## src/rtl/vga_pkg.sv

```systemverilog
// Shared VGA timing definitions.
//  - Default 640x480@60 timing constants (pixels / lines).
//  - Derived totals H_TOTAL / V_TOTAL (both must stay <= 1024 to fit vga_coord_t).
//  - vga_coord_t: 10-bit raster coordinate, vga_color_t: 8-bit colour channel.
//  - axis_total(): sums the four segments of one raster axis.
package vga_pkg;

  localparam int COORD_W = 10;

  typedef logic [COORD_W-1:0] vga_coord_t;
  typedef logic [7:0]         vga_color_t;

  localparam int H_VISIBLE_DEF = 640;
  localparam int H_FRONT_DEF   = 16;
  localparam int H_SYNC_DEF    = 96;
  localparam int H_BACK_DEF    = 48;
  localparam int V_VISIBLE_DEF = 480;
  localparam int V_FRONT_DEF   = 10;
  localparam int V_SYNC_DEF    = 2;
  localparam int V_BACK_DEF    = 33;
  localparam int CLK_DIV_DEF   = 2;

  function automatic int axis_total(input int visible, input int front,
                                    input int sync, input int back);
    return visible + front + sync + back;
  endfunction

  localparam int H_TOTAL = axis_total(H_VISIBLE_DEF, H_FRONT_DEF, H_SYNC_DEF, H_BACK_DEF);
  localparam int V_TOTAL = axis_total(V_VISIBLE_DEF, V_FRONT_DEF, V_SYNC_DEF, V_BACK_DEF);

endpackage

```

## src/rtl/vga_timing_gen_if.sv

```systemverilog
// Bundle between the VGA timing generator and the colour mapping / DAC side.
//  master modport (timing generator): drives coordinates, sync, blank, colour
//                                     to DAC; receives pix_r/g/b.
//  slave modport  (colour mapping)  : supplies pix_r/g/b for DrawX/DrawY and
//                                     observes everything else.
interface vga_timing_gen_if;
  import vga_pkg::*;

  vga_color_t pix_r;
  vga_color_t pix_g;
  vga_color_t pix_b;
  vga_coord_t DrawX;
  vga_coord_t DrawY;
  logic       frame_start;
  logic       VGA_CLK;
  logic       VGA_HS;
  logic       VGA_VS;
  logic       VGA_BLANK_N;
  logic       VGA_SYNC_N;
  vga_color_t VGA_R;
  vga_color_t VGA_G;
  vga_color_t VGA_B;

  modport master (
    input  pix_r, pix_g, pix_b,
    output DrawX, DrawY, frame_start, VGA_CLK, VGA_HS, VGA_VS,
           VGA_BLANK_N, VGA_SYNC_N, VGA_R, VGA_G, VGA_B
  );

  modport slave (
    output pix_r, pix_g, pix_b,
    input  DrawX, DrawY, frame_start, VGA_CLK, VGA_HS, VGA_VS,
           VGA_BLANK_N, VGA_SYNC_N, VGA_R, VGA_G, VGA_B
  );

endinterface

```

## src/rtl/vga_axis_counter.sv

```systemverilog
// One raster axis (horizontal or vertical) counter.
//  clk_i    : clock
//  rst_i    : synchronous active-high reset
//  inc_i    : advance the count by one this cycle
//  count_o  : current position 0..TOTAL-1
//  wrap_o   : inc_i while at TOTAL-1 (the count returns to 0 on this edge)
//  sync_n_o : registered, low while count is inside the sync segment
//  active_o : registered, high while count is inside the visible segment
// sync_n/active are computed from the next count so they line up with count_o.
module vga_axis_counter
  import vga_pkg::*;
#(
  parameter int VISIBLE = H_VISIBLE_DEF,
  parameter int FRONT   = H_FRONT_DEF,
  parameter int SYNC    = H_SYNC_DEF,
  parameter int BACK    = H_BACK_DEF
) (
  input  logic       clk_i,
  input  logic       rst_i,
  input  logic       inc_i,
  output vga_coord_t count_o,
  output logic       wrap_o,
  output logic       sync_n_o,
  output logic       active_o
);

  localparam int         TOTAL      = axis_total(VISIBLE, FRONT, SYNC, BACK);
  localparam vga_coord_t LAST       = vga_coord_t'(TOTAL - 1);
  localparam vga_coord_t SYNC_START = vga_coord_t'(VISIBLE + FRONT);
  localparam vga_coord_t SYNC_END   = vga_coord_t'(VISIBLE + FRONT + SYNC);
  localparam vga_coord_t VIS_END    = vga_coord_t'(VISIBLE);
  localparam vga_coord_t COUNT_ZERO = vga_coord_t'(0);
  localparam vga_coord_t COUNT_ONE  = vga_coord_t'(1);

  vga_coord_t count_q;
  vga_coord_t count_d;
  logic       sync_n_q;
  logic       sync_n_d;
  logic       active_q;
  logic       active_d;
  logic       last_s;

  assign last_s = (count_q == LAST);
  assign wrap_o = inc_i && last_s;

  // Next count and the decoded sync/visible flags for that next count.
  always_comb begin
    count_d = count_q;
    if (inc_i) begin
      if (last_s) begin
        count_d = COUNT_ZERO;
      end else begin
        count_d = count_q + COUNT_ONE;
      end
    end else begin
      count_d = count_q;
    end
    sync_n_d = !((count_d >= SYNC_START) && (count_d < SYNC_END));
    active_d = (count_d < VIS_END);
  end

  // Count and decoded flag registers.
  always_ff @(posedge clk_i) begin
    if (rst_i) begin
      count_q  <= COUNT_ZERO;
      sync_n_q <= 1'b1;
      active_q <= 1'b0;
    end else begin
      count_q  <= count_d;
      sync_n_q <= sync_n_d;
      active_q <= active_d;
    end
  end

  assign count_o  = count_q;
  assign sync_n_o = sync_n_q;
  assign active_o = active_q;

endmodule

```

## src/rtl/vga_timing_gen.sv

```systemverilog
// VGA raster timing generator.
//  Clk    : system clock, single domain
//  Reset  : synchronous active-high reset
//  vga    : vga_timing_gen_if.master - pix_r/g/b in; DrawX/DrawY,
//           frame_start, VGA_CLK/HS/VS/BLANK_N/SYNC_N and VGA_R/G/B out.
// A Clk divider produces the pixel enable pe; a horizontal axis counter
// advances on pe and a vertical one on pe at the end of each line.
// Optional macro VGA_RGB_REG_EN: colour is registered on pe and HS/VS/BLANK_N
// are delayed by one pixel to match; DrawX/DrawY then lead the DAC by one
// pixel. Default (macro undefined): colour is passed through combinationally,
// gated by blank.
module vga_timing_gen
  import vga_pkg::*;
#(
  parameter int H_VISIBLE = H_VISIBLE_DEF,
  parameter int H_FRONT   = H_FRONT_DEF,
  parameter int H_SYNC    = H_SYNC_DEF,
  parameter int H_BACK    = H_BACK_DEF,
  parameter int V_VISIBLE = V_VISIBLE_DEF,
  parameter int V_FRONT   = V_FRONT_DEF,
  parameter int V_SYNC    = V_SYNC_DEF,
  parameter int V_BACK    = V_BACK_DEF,
  parameter int CLK_DIV   = CLK_DIV_DEF
) (
  input logic              Clk,
  input logic              Reset,
  vga_timing_gen_if.master vga
);

  localparam int               DIV_W    = $clog2(CLK_DIV);
  localparam logic [DIV_W-1:0] DIV_ZERO = DIV_W'(0);
  localparam logic [DIV_W-1:0] DIV_ONE  = DIV_W'(1);
  localparam logic [DIV_W-1:0] DIV_LAST = DIV_W'(CLK_DIV - 1);
  localparam logic [DIV_W-1:0] DIV_HALF = DIV_W'(CLK_DIV / 2);

  logic [DIV_W-1:0] div_q;
  logic [DIV_W-1:0] div_d;
  logic             pe_s;
  logic             vga_clk_q;
  logic             frame_start_q;

  vga_coord_t h_count_s;
  vga_coord_t v_count_s;
  logic       h_wrap_s;
  logic       v_wrap_s;
  logic       h_sync_n_s;
  logic       v_sync_n_s;
  logic       h_active_s;
  logic       v_active_s;
  logic       v_inc_s;
  logic       blank_n_s;

  assign pe_s    = (div_q == DIV_LAST);
  assign v_inc_s = pe_s && h_wrap_s;

  // Divider next state: free-running 0..CLK_DIV-1.
  always_comb begin
    if (pe_s) begin
      div_d = DIV_ZERO;
    end else begin
      div_d = div_q + DIV_ONE;
    end
  end

  // Divider, pixel clock and frame-start registers. VGA_CLK is taken from
  // the next divider value so it is high exactly for the upper half of the count.
  always_ff @(posedge Clk) begin
    if (Reset) begin
      div_q         <= DIV_ZERO;
      vga_clk_q     <= 1'b0;
      frame_start_q <= 1'b0;
    end else begin
      div_q         <= div_d;
      vga_clk_q     <= (div_d >= DIV_HALF);
      frame_start_q <= h_wrap_s && v_wrap_s;
    end
  end

  vga_axis_counter #(
    .VISIBLE (H_VISIBLE),
    .FRONT   (H_FRONT),
    .SYNC    (H_SYNC),
    .BACK    (H_BACK)
  ) u_h_axis (
    .clk_i    (Clk),
    .rst_i    (Reset),
    .inc_i    (pe_s),
    .count_o  (h_count_s),
    .wrap_o   (h_wrap_s),
    .sync_n_o (h_sync_n_s),
    .active_o (h_active_s)
  );

  vga_axis_counter #(
    .VISIBLE (V_VISIBLE),
    .FRONT   (V_FRONT),
    .SYNC    (V_SYNC),
    .BACK    (V_BACK)
  ) u_v_axis (
    .clk_i    (Clk),
    .rst_i    (Reset),
    .inc_i    (v_inc_s),
    .count_o  (v_count_s),
    .wrap_o   (v_wrap_s),
    .sync_n_o (v_sync_n_s),
    .active_o (v_active_s)
  );

  // Both active flags are registered, so this AND is aligned with DrawX/DrawY.
  assign blank_n_s = h_active_s && v_active_s;

  assign vga.DrawX       = h_count_s;
  assign vga.DrawY       = v_count_s;
  assign vga.frame_start = frame_start_q;
  assign vga.VGA_CLK     = vga_clk_q;
  assign vga.VGA_SYNC_N  = 1'b0;

`ifdef VGA_RGB_REG_EN
  logic       hs_q;
  logic       vs_q;
  logic       blank_n_q;
  vga_color_t r_q;
  vga_color_t g_q;
  vga_color_t b_q;

  // One-pixel DAC stage: colour for the pixel just finished plus its timing flags.
  always_ff @(posedge Clk) begin
    if (Reset) begin
      hs_q      <= 1'b1;
      vs_q      <= 1'b1;
      blank_n_q <= 1'b0;
      r_q       <= 8'h00;
      g_q       <= 8'h00;
      b_q       <= 8'h00;
    end else if (pe_s) begin
      hs_q      <= h_sync_n_s;
      vs_q      <= v_sync_n_s;
      blank_n_q <= blank_n_s;
      r_q       <= blank_n_s ? vga.pix_r : 8'h00;
      g_q       <= blank_n_s ? vga.pix_g : 8'h00;
      b_q       <= blank_n_s ? vga.pix_b : 8'h00;
    end else begin
      hs_q      <= hs_q;
      vs_q      <= vs_q;
      blank_n_q <= blank_n_q;
      r_q       <= r_q;
      g_q       <= g_q;
      b_q       <= b_q;
    end
  end

  assign vga.VGA_HS      = hs_q;
  assign vga.VGA_VS      = vs_q;
  assign vga.VGA_BLANK_N = blank_n_q;
  assign vga.VGA_R       = r_q;
  assign vga.VGA_G       = g_q;
  assign vga.VGA_B       = b_q;
`else
  vga_color_t r_s;
  vga_color_t g_s;
  vga_color_t b_s;

  // Pass-through colour, forced to black outside the visible region.
  always_comb begin
    if (blank_n_s) begin
      r_s = vga.pix_r;
      g_s = vga.pix_g;
      b_s = vga.pix_b;
    end else begin
      r_s = 8'h00;
      g_s = 8'h00;
      b_s = 8'h00;
    end
  end

  assign vga.VGA_HS      = h_sync_n_s;
  assign vga.VGA_VS      = v_sync_n_s;
  assign vga.VGA_BLANK_N = blank_n_s;
  assign vga.VGA_R       = r_s;
  assign vga.VGA_G       = g_s;
  assign vga.VGA_B       = b_s;
`endif

endmodule

```

## src/flat_wrapper.sv

```systemverilog
// flat-port wrapper written by rule: the top's interface ports become plain ports
module vga_timing_gen_flat import vga_pkg::*;
#(
  parameter int H_VISIBLE = H_VISIBLE_DEF,
  parameter int H_FRONT   = H_FRONT_DEF,
  parameter int H_SYNC    = H_SYNC_DEF,
  parameter int H_BACK    = H_BACK_DEF,
  parameter int V_VISIBLE = V_VISIBLE_DEF,
  parameter int V_FRONT   = V_FRONT_DEF,
  parameter int V_SYNC    = V_SYNC_DEF,
  parameter int V_BACK    = V_BACK_DEF,
  parameter int CLK_DIV   = CLK_DIV_DEF
)
  (Clk, Reset, vga_pix_r, vga_pix_g, vga_pix_b, vga_DrawX, vga_DrawY, vga_frame_start, vga_VGA_CLK, vga_VGA_HS, vga_VGA_VS, vga_VGA_BLANK_N, vga_VGA_SYNC_N, vga_VGA_R, vga_VGA_G, vga_VGA_B);
  vga_timing_gen_if vga_i ();
  input logic Clk;
  input logic Reset;
  input wire logic [$bits(vga_i.pix_r)-1:0] vga_pix_r;
  input wire logic [$bits(vga_i.pix_g)-1:0] vga_pix_g;
  input wire logic [$bits(vga_i.pix_b)-1:0] vga_pix_b;
  output wire logic [$bits(vga_i.DrawX)-1:0] vga_DrawX;
  output wire logic [$bits(vga_i.DrawY)-1:0] vga_DrawY;
  output wire logic [$bits(vga_i.frame_start)-1:0] vga_frame_start;
  output wire logic [$bits(vga_i.VGA_CLK)-1:0] vga_VGA_CLK;
  output wire logic [$bits(vga_i.VGA_HS)-1:0] vga_VGA_HS;
  output wire logic [$bits(vga_i.VGA_VS)-1:0] vga_VGA_VS;
  output wire logic [$bits(vga_i.VGA_BLANK_N)-1:0] vga_VGA_BLANK_N;
  output wire logic [$bits(vga_i.VGA_SYNC_N)-1:0] vga_VGA_SYNC_N;
  output wire logic [$bits(vga_i.VGA_R)-1:0] vga_VGA_R;
  output wire logic [$bits(vga_i.VGA_G)-1:0] vga_VGA_G;
  output wire logic [$bits(vga_i.VGA_B)-1:0] vga_VGA_B;
  assign vga_i.pix_r = vga_pix_r;
  assign vga_i.pix_g = vga_pix_g;
  assign vga_i.pix_b = vga_pix_b;
  assign vga_DrawX = vga_i.DrawX;
  assign vga_DrawY = vga_i.DrawY;
  assign vga_frame_start = vga_i.frame_start;
  assign vga_VGA_CLK = vga_i.VGA_CLK;
  assign vga_VGA_HS = vga_i.VGA_HS;
  assign vga_VGA_VS = vga_i.VGA_VS;
  assign vga_VGA_BLANK_N = vga_i.VGA_BLANK_N;
  assign vga_VGA_SYNC_N = vga_i.VGA_SYNC_N;
  assign vga_VGA_R = vga_i.VGA_R;
  assign vga_VGA_G = vga_i.VGA_G;
  assign vga_VGA_B = vga_i.VGA_B;
  vga_timing_gen #(.H_VISIBLE(H_VISIBLE), .H_FRONT(H_FRONT), .H_SYNC(H_SYNC), .H_BACK(H_BACK), .V_VISIBLE(V_VISIBLE), .V_FRONT(V_FRONT), .V_SYNC(V_SYNC), .V_BACK(V_BACK), .CLK_DIV(CLK_DIV)) u_core (.Clk(Clk), .Reset(Reset), .vga(vga_i));
endmodule
```

## config.mk

```make
export PLATFORM = sky130hd
export DESIGN_NAME = vga_timing_gen_flat
export DESIGN_NICKNAME = d
export VERILOG_FILES = /design/src/rtl/vga_pkg.sv /design/src/rtl/vga_timing_gen_if.sv /design/src/rtl/vga_axis_counter.sv /design/src/rtl/vga_timing_gen.sv /design/src/flat_wrapper.sv
export SDC_FILE = /design/constraint.sdc
export NUM_CORES = 1
export LEC_CHECK = 0
export CAP_MARGIN = 10
export CORE_ASPECT_RATIO = 1.2
export CORE_MARGIN = 2
export CORE_UTILIZATION = 40
export CTS_CLUSTER_DIAMETER = 50
export CTS_CLUSTER_SIZE = 8
export DETAILED_ROUTE_END_ITERATION = 8
export PLACE_DENSITY = 0.8
export SYNTH_ARGS = -nofsm -noshare
export SYNTH_HDL_FRONTEND = slang
export SYNTH_SLANG_ARGS = --single-unit
```

## constraint.sdc

```tcl
create_clock -name Clk -period 2.3 [get_ports Clk]
set_input_delay 0.46 -clock Clk [delete_from_list [all_inputs] [get_ports Clk]]
set_output_delay 0.46 -clock Clk [all_outputs]
set_load 0.02 [all_outputs]
```

After elaboration in Yosys (flattened, before gate mapping)
Index checks and enable logic that the tools add are counted.
{"block": "word_totals", "ff_bits": 27, "input_bits": 26, "out_inout_bits": 50, "elab_cells": 38}
{"block": "op_classes", "muxes": 8, "n_reduce_logical": 9, "addsub": 3, "n_eq_ne": 2, "order_cmp": 7}
{"op": "10-bit 2-to-1 mux", "count": 4}
{"op": "8-bit 2-to-1 mux", "count": 3}
{"op": "10-bit by 1-bit adder with 10-bit output (second input constant)", "count": 2}
{"op": "10-bit == test (second input constant)", "count": 2}
{"op": "10-bit less-than comparator (second input constant)", "count": 2}
{"op": "10-bit by 9-bit less-than comparator with 1-bit output (second input constant)", "count": 2}
{"op": "10-bit greater-or-equal comparator (second input constant)", "count": 1}
{"op": "10-bit by 9-bit greater-or-equal comparator with 1-bit output (second input constant)", "count": 1}
{"op": "1-bit logical AND", "count": 7}
{"op": "1-bit zero test", "count": 2}
{"op": "1-bit adder (second input constant)", "count": 1}
{"op": "1-bit greater-or-equal comparator (second input constant)", "count": 1}
{"op": "1-bit 2-to-1 mux", "count": 1}

Depth between registers and ports, before layout
Gate-level depths: netlist of the first run.
{"block": "logic_depth", "ltp_word": 7, "depth_mapped": 7, "mapped_depth_nobuf": 7}

Hierarchy
Synthesis of the first run repeated with hierarchy kept, for this count alone.
{"block": "unflattened", "hier_cells": 189, "area_unflattened_um2": 1591.5}
{"module": "vga_axis_counter (u_core.u_v_axis)", "area_per_inst_um2": 685.7, "n_inst": 1, "cells_each": 79, "seq_area_each_um2": 240.2}
{"module": "vga_axis_counter (u_core.u_h_axis)", "area_per_inst_um2": 639.4, "n_inst": 1, "cells_each": 74, "seq_area_each_um2": 240.2}
{"module": "vga_timing_gen", "area_per_inst_um2": 266.5, "n_inst": 1, "cells_each": 36, "seq_area_each_um2": 40.0}

Worst setup path after synthesis of the first run
No wires, ideal clock.
{"block": "synth_path", "path_kind": "register -> register", "startpoint": "register u_core.u_v_axis.count_q[0] (netlist: u_core.u_v_axis.count_o[0])", "endpoint": "register u_core.u_v_axis.sync_n_q (netlist: u_core.u_v_axis.sync_n_o)", "setup_ns": 0.134, "path_stages_with_launch": 8, "required_ns": 2.166, "n_path_buf": 0, "arrival_time_ns": 2.094, "path_slack_ns": 0.072, "synth_period_minus_slack_ns": 2.228, "cell_sequence": "dfxtp_1 inv_1 ha_1 or3b_4 nor4_4 o21ai_2 a21o_1 or4_1"}
{"block": "synth_between", "elab_chain_len": 6, "word_cells_on_any_way": 8, "cone_classes": "1 x add/sub; 2 x order compare; 1 x eq/ne; 2 x mux; 2 x reduce/logical"}
{"item": "start: declaration", "line_no": "vga_axis_counter.sv:35", "text": "vga_coord_t count_q;"}
{"item": "start signal: assignment", "line_no": "vga_axis_counter.sv:69", "text": "count_q <= count_d;"}
{"item": "10-bit by 1-bit adder with 10-bit output / 10-bit == test (equally long branches)", "line_no": "vga_axis_counter.sv:53, vga_axis_counter.sv:43"}
{"item": "10-bit 2-to-1 mux", "line_no": "vga_axis_counter.sv:50", "text": "if (last_s) begin"}
{"item": "10-bit 2-to-1 mux (*)", "line_no": "vga_axis_counter.sv:49", "text": "if (inc_i) begin"}
{"item": "10-bit by 9-bit greater-or-equal comparator with 1-bit output / 10-bit by 9-bit less-than comparator with 1-bit output (equally long branches)", "line_no": "vga_axis_counter.sv:58", "text": "sync_n_d = !((count_d >= SYNC_START) && (count_d < SYNC_END));"}
{"item": "1-bit logical AND (*)", "line_no": "vga_axis_counter.sv:58"}
{"item": "1-bit zero test (*)", "line_no": "vga_axis_counter.sv:58"}
{"item": "end signal: assignment", "line_no": "vga_axis_counter.sv:70", "text": "sync_n_q <= sync_n_d;"}
{"item": "end: declaration", "line_no": "vga_axis_counter.sv:37", "text": "logic sync_n_q;"}
Mark *: on every way between the ends. The rest lies on a longest branch, timed or not.
A chain may end at the register's enable or synchronous reset.

Worst setup path in the final report of the first run
{"block": "layout_path", "startpoint": "input vga_pix_b[6]", "endpoint": "output vga_VGA_B[6]"}
{"block": "layout_between", "elab_chain_len": 1}
{"item": "start: declaration", "line_no": "flat_wrapper.sv:20", "text": "input wire logic [$bits(vga_i.pix_b)-1:0] vga_pix_b;"}
{"item": "8-bit 2-to-1 mux", "line_no": "vga_timing_gen.sv:165", "text": "if (blank_n_s) begin"}
{"item": "end: declaration", "line_no": "flat_wrapper.sv:31", "text": "output wire logic [$bits(vga_i.VGA_B)-1:0] vga_VGA_B;"}
Every way passes these cells.

==> results of run 1 <==
registers in the layout (all words and copies together), names as in the netlist:
name / flops
u_core.vga.VGA_CLK: 1
u_core.u_h_axis.active_o: 1
u_core.u_v_axis.sync_n_o: 1
u_core.u_v_axis.count_o: 10
u_core.u_h_axis.count_o: 10
u_core.u_h_axis.sync_n_o: 1
u_core.vga.frame_start: 1
u_core.u_v_axis.active_o: 1
through the flow:
step	hold slack (ns)	setup WS (ns)	util
6_report	0.515	0.136	0.690
2_1_floorplan	0.569	0.0724	-
4_1_cts	0.521	0.0620	0.678
3_3_place_gp	0.498	0.143	0.659
5_1_grt	0.564	-0.0263	0.690
3_5_place_dp	0.507	0.0769	0.659
area by class of cell:
cell class	count	area [um^2]	area share
multi-input cells	141	953	0.377
repair buffers	95	898	0.355
flip-flops and latches	26	520	0.206
well taps	52	65.1	0.0257
clock buffers	3	41.3	0.0163
clock inverters	1	30.0	0.0119
inverters	5	18.8	0.00743
logic make-up after synthesis:
kind of cell / Yosys count / synth area share
other: 1 / 0.00243
AO/OA/AOI/OAI: 24 / 0.100
buffers and inverters: 18 / 0.0543
multiplexers: 2 / 0.0138
flip-flops: 26 / 0.337
AND/OR/NAND/NOR: 100 / 0.406
adder cells (fa/ha/maj): 3 / 0.0243
XOR/XNOR: 11 / 0.0624
Yosys cell counts, types with 2 or more instances:
library cell | number | area share
a21oi_1 | 8 | 0.026
nor4_4 | 2 | 0.028
nor2b_1 | 2 | 0.0081
and3_1 | 26 | 0.11
buf_2 | 4 | 0.013
o21a_1 | 2 | 0.0097
xor2_1 | 8 | 0.045
dfxtp_1 | 26 | 0.34
xnor2_1 | 3 | 0.017
nand2b_1 | 2 | 0.0081
ha_1 | 3 | 0.024
nor3_1 | 8 | 0.026
inv_1 | 5 | 0.012
o21ai_1 | 2 | 0.0065
nor2_1 | 18 | 0.044
nand4b_1 | 3 | 0.017
clkbuf_1 | 7 | 0.017
nand4_1 | 11 | 0.045
or3b_4 | 2 | 0.015
nand2_1 | 10 | 0.024
o21ai_0 | 3 | 0.0097
nand3_1 | 5 | 0.016
what timing repair did:
| item | CTS | global route |
|---|---|---|
| resized for setup | 0 | 2 |
| buffers inserted | 0 | 4 |
| setup endpoints to repair | 0 | 1 |
metal layers:
layer | wire [um] | vias to the layer above | share of wire
met4 | 41 | 0 | 0.0088
met3 | 177 | 4 | 0.038
met5 | 0 | - | 0
met2 | 2550 | 41 | 0.55
li1 | - | 839 | -
met1 | 1910 | 778 | 0.41
worst min-delay path by stage:
stage,from,end,slack [ns],cells after the start
final,u_core.u_h_axis.count_o[1],u_core.u_h_axis.count_o[1],0.52,2
after global routing,u_core.u_h_axis.count_o[1],u_core.u_h_axis.count_o[1],0.56,2
after CTS,u_core.u_h_axis.count_o[1],u_core.u_h_axis.count_o[1],0.52,2
after detailed placement,u_core.u_h_axis.count_o[1],u_core.u_h_axis.count_o[1],0.51,2
after global placement,u_core.u_h_axis.count_o[1],u_core.u_h_axis.count_o[1],0.50,2
after floorplan,u_core.u_h_axis.count_o[1],u_core.u_h_axis.count_o[1],0.57,2
power by group:
part	switching [mW]	leakage (nW)	internal, mW
Sequential	0.00415	0.211	0.455
Clock	0.149	0.0357	0.233
Combinational	0.0686	0.784	0.0891
Total	0.222	1.03	0.778
worst min-delay path: stages (launching register included):
cell      delay [ns]
dfxtp_1         0.35
nand2b_1        0.08
a21oi_1         0.05
==> flow_summary.json, run 1 <==
{
  "outcome": "finished clean",
  "cts_tree": "yes",
  "syn-instance-count": 185,
  "fillers": 318,
  "crit_fanout": 1,
  "met2_usage": 0.372,
  "busiest_layer": "met2",
  "reg2reg_depth": 7,
  "avgViaCountPerCell": 5.15,
  "fin_cells": 323,
  "r2r-start": "u_core.u_h_axis.count_o[0]",
  "postSynthAreaPerCell_um2": 8.35,
  "layout_common_cells": "clkdlybuf4s50_1 (74), and3_1 (26), dfxtp_1 (26)",
  "rows": 24,
  "core_um2": 3660,
  "numCtsBuffers": 3,
  "cp.required_ns": 1.84,
  "dr.pass1.iters": 4,
  "crit_cells": 3,
  "cp_top_family": "buffers and inverters",
  "slowest_stage": "clkdlybuf4s50_1",
  "clk_pin_slew_ns": 0.09,
  "first_global_vias": 1538,
  "crit_top_cell": "clkdlybuf4s50_1",
  "grt_use_met1": 0.261,
  "initial_core_util": 0.422,
  "endpoint_kind": "primary output",
  "crit_start": "vga_pix_b[6]",
  "hold_viol_final": 0,
  "cp_data_arrival_time_ns": 1.70,
  "drive_gt1_frac": 0.129,
  "maxSlewViolCount": 0,
  "r2r_slack_ns": 0.14,
  "portBuffers": 74,
  "synth_flop_cell": "dfxtp_1",
  "drtAntennaViolNets": 0,
  "holdBufCountCts": 0,
  "synth_seq_cells": 26,
  "synthArstFlopShare": 0,
  "ys_types": 47,
  "ys_seq_area_frac": 0.337,
  "vdd_ir_drop_max_mv": 0.380,
  "stdcell_area_um2": 2530,
  "critPathCapture": "vga_VGA_B[6]",
  "dp.final_hpwl_um": 3530,
  "clock.fmax_mhz": 462,
  "fin_crit_ns": 2.16,
  "final.setup.tns_ns": 0,
  "fin_nets": 301,
  "ios": 76,
  "wl_um": 4680,
  "r2r-end": "u_core.u_v_axis.sync_n_o",
  "grtUsageTotal": 0.215,
  "period_share": 0.941,
  "grt_pass1_wl_um": 7280,
  "antenna_found_initial": 0,
  "worstSetupStartpointType": "input port",
  "critPathMaxStageDelay_ns": 0.61,
  "die-area_um2": 4380,
  "crit_chain": "clkdlybuf4s50_1, and3_1, clkdlybuf4s50_1",
  "drc": 0,
  "fin_skew_ns": 0.00579,
  "cts.sinks": 26,
  "p_per_area_nw_per_um2": 395,
  "overflow": 0,
  "yosysWarnings": 0,
  "finalPower_uw": 999,
  "min_path_type": "reg2reg",
  "p_leak_nw": 1.03,
  "place_congestion": 0.852,
  "cap_violations": 0,
  "area_growth_pct": 63.6,
  "placed_area_um2": 2410,
  "vias": 1662,
  "clockBufferDepth": 2,
  "synth_area_um2": 1550,
  "synth_edf_count": 0,
  "met3_usage": 0.0428,
  "wl_per_cell_um": 14.5,
  "die_y_um": 72.1,
  "path_buf_inv": 2,
  "layout_commonest_cell": "clkdlybuf4s50_1",
  "worst-setup-path-type": "in2out",
  "syn_nets": 214,
  "antennaDiodeCount": 0,
  "worstSkewPairLatency_ns": 0.28,
  "grt_max_degree": 26,
  "die_w_um": 60.7,
  "h-tree-depth": 1,
  "drtIter0Drc": 135,
  "cts_root_buf": "clkbuf_8",
  "placedCellCount": 315,
  "setup_viol": 0
}
Note: power is estimated with default switching activity, not from simulation.
==> run 2: changes to the inputs <==
--- a/config.mk
+++ b/config.mk
@@ -8,11 +8,11 @@
 export CAP_MARGIN = 10
 export CORE_ASPECT_RATIO = 1.2
 export CORE_MARGIN = 2
-export CORE_UTILIZATION = 40
+export CORE_UTILIZATION = 43
 export CTS_CLUSTER_DIAMETER = 50
 export CTS_CLUSTER_SIZE = 8
 export DETAILED_ROUTE_END_ITERATION = 8
-export PLACE_DENSITY = 0.8
+export PLACE_DENSITY = 0.85
 export SYNTH_ARGS = -nofsm -noshare
 export SYNTH_HDL_FRONTEND = slang
 export SYNTH_SLANG_ARGS = --single-unit
==> constraint.sdc (replaced) <==
create_clock -name Clk -period 2.8 [get_ports Clk]
set_input_delay 0.56 -clock Clk [delete_from_list [all_inputs] [get_ports Clk]]
set_output_delay 0.56 -clock Clk [all_outputs]
set_load 0.02 [all_outputs]
==> run 2 against run 1 <==
Compared with the run above: the run now ends with DRC left; power shrank 18%; cell count fell by 9.9%; highest routed layer unchanged; worst setup slack improved by 0.24 ns; die area down 6.6%; clock skew decreased by 0.0038 ns; register-to-register slack better by 0.31 ns; non-clock buffer count decreased by 17; count of clock-buffer cells in the layout stayed put.
==> flow_summary.json, run 2 (synthesis gave the netlist of run 1 again) <==
{
  "period_share": 0.865,
  "outcome": "complete, but fails checks",
  "r2r-end": "u_core.u_v_axis.sync_n_o",
  "die_y_um": 69.7,
  "worstSetupStartpointType": "flip-flop",
  "p_leak_nw": 0.933,
  "cts.sinks": 26,
  "cts_tree": "yes",
  "worst-setup-path-type": "reg2out",
  "wl_um": 4370,
  "drtIter0Drc": 52,
  "dr.pass1.iters": 6,
  "r2r_slack_ns": 0.45,
  "reg2reg_depth": 6,
  "h-tree-depth": 1,
  "maxSlewViolCount": 0,
  "vias": 1621,
  "min_to": "u_core.u_h_axis.count_o[1]",
  "grt_pass1_wl_um": 7150,
  "cp_data_arrival_time_ns": 1.86,
  "worst_pin_slew_ns": 0.598,
  "ctsResizeCount": 0,
  "postCtsSetupBuffers": 0,
  "fin_crit_ns": 2.42,
  "min_path_type": "reg2reg",
  "violations": "DRC",
  "first_global_vias": 1526,
  "cp_top_family": "flip-flops",
  "numCtsBuffers": 3,
  "layout_setup_ws_ns": 0.378,
  "comb_power_share": 0.146,
  "hold_viol_final": 0,
  "fin_nets": 284,
  "overflow": 0,
  "met3_wirelength_um": 188,
  "p_per_area_nw_per_um2": 345,
  "final.setup.tns_ns": 0,
  "place_congestion": 0.816,
  "vdd_ir_drop_max_mv": 0.300,
  "min_path_cells": 2,
  "grtUsageTotal": 0.216,
  "dp.final_hpwl_um": 3270,
  "setup_viol": 0,
  "drc": 3,
  "clock.fmax_mhz": 413,
  "cap_violations": 0,
  "fin_skew_ns": 0.00194,
  "p_sw_frac": 0.222,
  "layout_common_cells": "clkdlybuf4s50_1 (74), and3_1 (26), dfxtp_1 (26)",
  "wl_per_cell_um": 15.0,
  "die_w_um": 58.7,
  "antennaDiodeCount": 0,
  "clockBufferDepth": 2,
  "drive_gt1_frac": 0.0630,
  "drtAntennaViolNets": 0,
  "crit_chain": "and3_1, clkdlybuf4s50_1",
  "cp.required_ns": 2.24,
  "critPathMaxStageDelay_ns": 0.71,
  "grt_setup_unrepaired": "no",
  "endpoint_kind": "primary output",
  "wl_met1_um": 1860,
  "antenna_found_initial": 0,
  "area_growth_pct": 53.3,
  "dpl_worst_slack_ns": 0.454,
  "maxUsedRoutingLayer": "met4",
  "avgViaCountPerCell": 5.57,
  "initial_core_util": 0.455,
  "hold_start": "u_core.u_h_axis.count_o[1]",
  "wl_met2_um": 2280,
  "slew_headroom": 0.601,
  "r2r-start": "u_core.u_h_axis.count_o[9]",
  "rows": 23,
  "crit_fanout": 25,
  "clk_pin_slew_ns": 0.09,
  "grt_max_degree": 26,
  "internal_power_uw": 637,
  "cts_root_buf": "clkbuf_8",
  "layout_commonest_cell": "clkdlybuf4s50_1",
  "seqPwrFrac": 0.470,
  "power_switching_uw": 181,
  "p_clk_frac": 0.384,
  "die-area_um2": 4090,
  "ios": 76,
  "core_um2": 3400,
  "worstSkewPairLatency_ns": 0.27,
  "path_buf_inv": 1,
  "slowest_stage": "dfxtp_1",
  "portBuffers": 74,
  "holdBufCountCts": 0
}
[run 2: area by class of cell]
cell class / instances / area, um^2
Fill cell: 292 / 1030
Clock inverter: 1 / 30.0
Timing Repair Buffer: 78 / 771
Multi-Input combinational cell: 141 / 941
Inverter: 5 / 18.8
Tap cell: 37 / 46.3
Clock buffer: 3 / 41.3
Sequential cell: 26 / 520
[run 2: per-layer routing]
layer | vias to the layer above | GRT usage
li1 | 810 | -
met1 | 750 | 0.281
met2 | 55 | 0.359
met3 | 6 | 0.0429
met4 | 0 | 0.0480
met5 | - | 0
[run 2: worst reg2reg max path, delay by kind of cell, from the launching register on]
kind            cells  cell delay (ns)
compound gates      1             0.32
mux                 1             0.33
flops               1             0.43
simple gates        3             1.01
buf+inv             1             0.23
[run 2: worst max path at each step]
stage                                     startpoint                       end  cells after the start
after global routing      u_core.u_h_axis.count_o[0]  u_core.u_v_axis.sync_n_o                      6
after floorplan           u_core.u_v_axis.count_o[0]  u_core.u_v_axis.sync_n_o                      7
after detailed placement                vga_pix_r[7]              vga_VGA_R[7]                      3
after CTS                   u_core.u_h_axis.active_o              vga_VGA_B[4]                      2
after global placement                  vga_pix_r[7]              vga_VGA_R[7]                      3
final                       u_core.u_h_axis.active_o              vga_VGA_G[3]                      2
[run 2: metrics by stage]
stage / util / std cells / instance area, um^2 / total power, mW / hold slack (ns)
after global routing: 0.697 / 291 / 2370 / 0.844 / 0.563
after CTS: 0.697 / 291 / 2370 / 0.820 / 0.523
after global placement: 0.676 / 287 / 2300 / 0.511 / 0.495
final: 0.697 / 291 / 2370 / 0.818 / 0.520
after floorplan: - / 185 / 1550 / 0.439 / 0.569
after detailed placement: 0.676 / 287 / 2300 / 0.512 / 0.507
[run 2: power groups by stage]
| stage | clock network (mW) | logic (mW) | registers, mW |
|---|---|---|---|
| floorplan | 0 | 0.0489 | 0.390 |
| global placement | 0 | 0.118 | 0.393 |
| detailed placement | 0 | 0.119 | 0.393 |
| CTS | 0.316 | 0.120 | 0.384 |
| global route | 0.331 | 0.127 | 0.386 |
| finish | 0.314 | 0.119 | 0.385 |
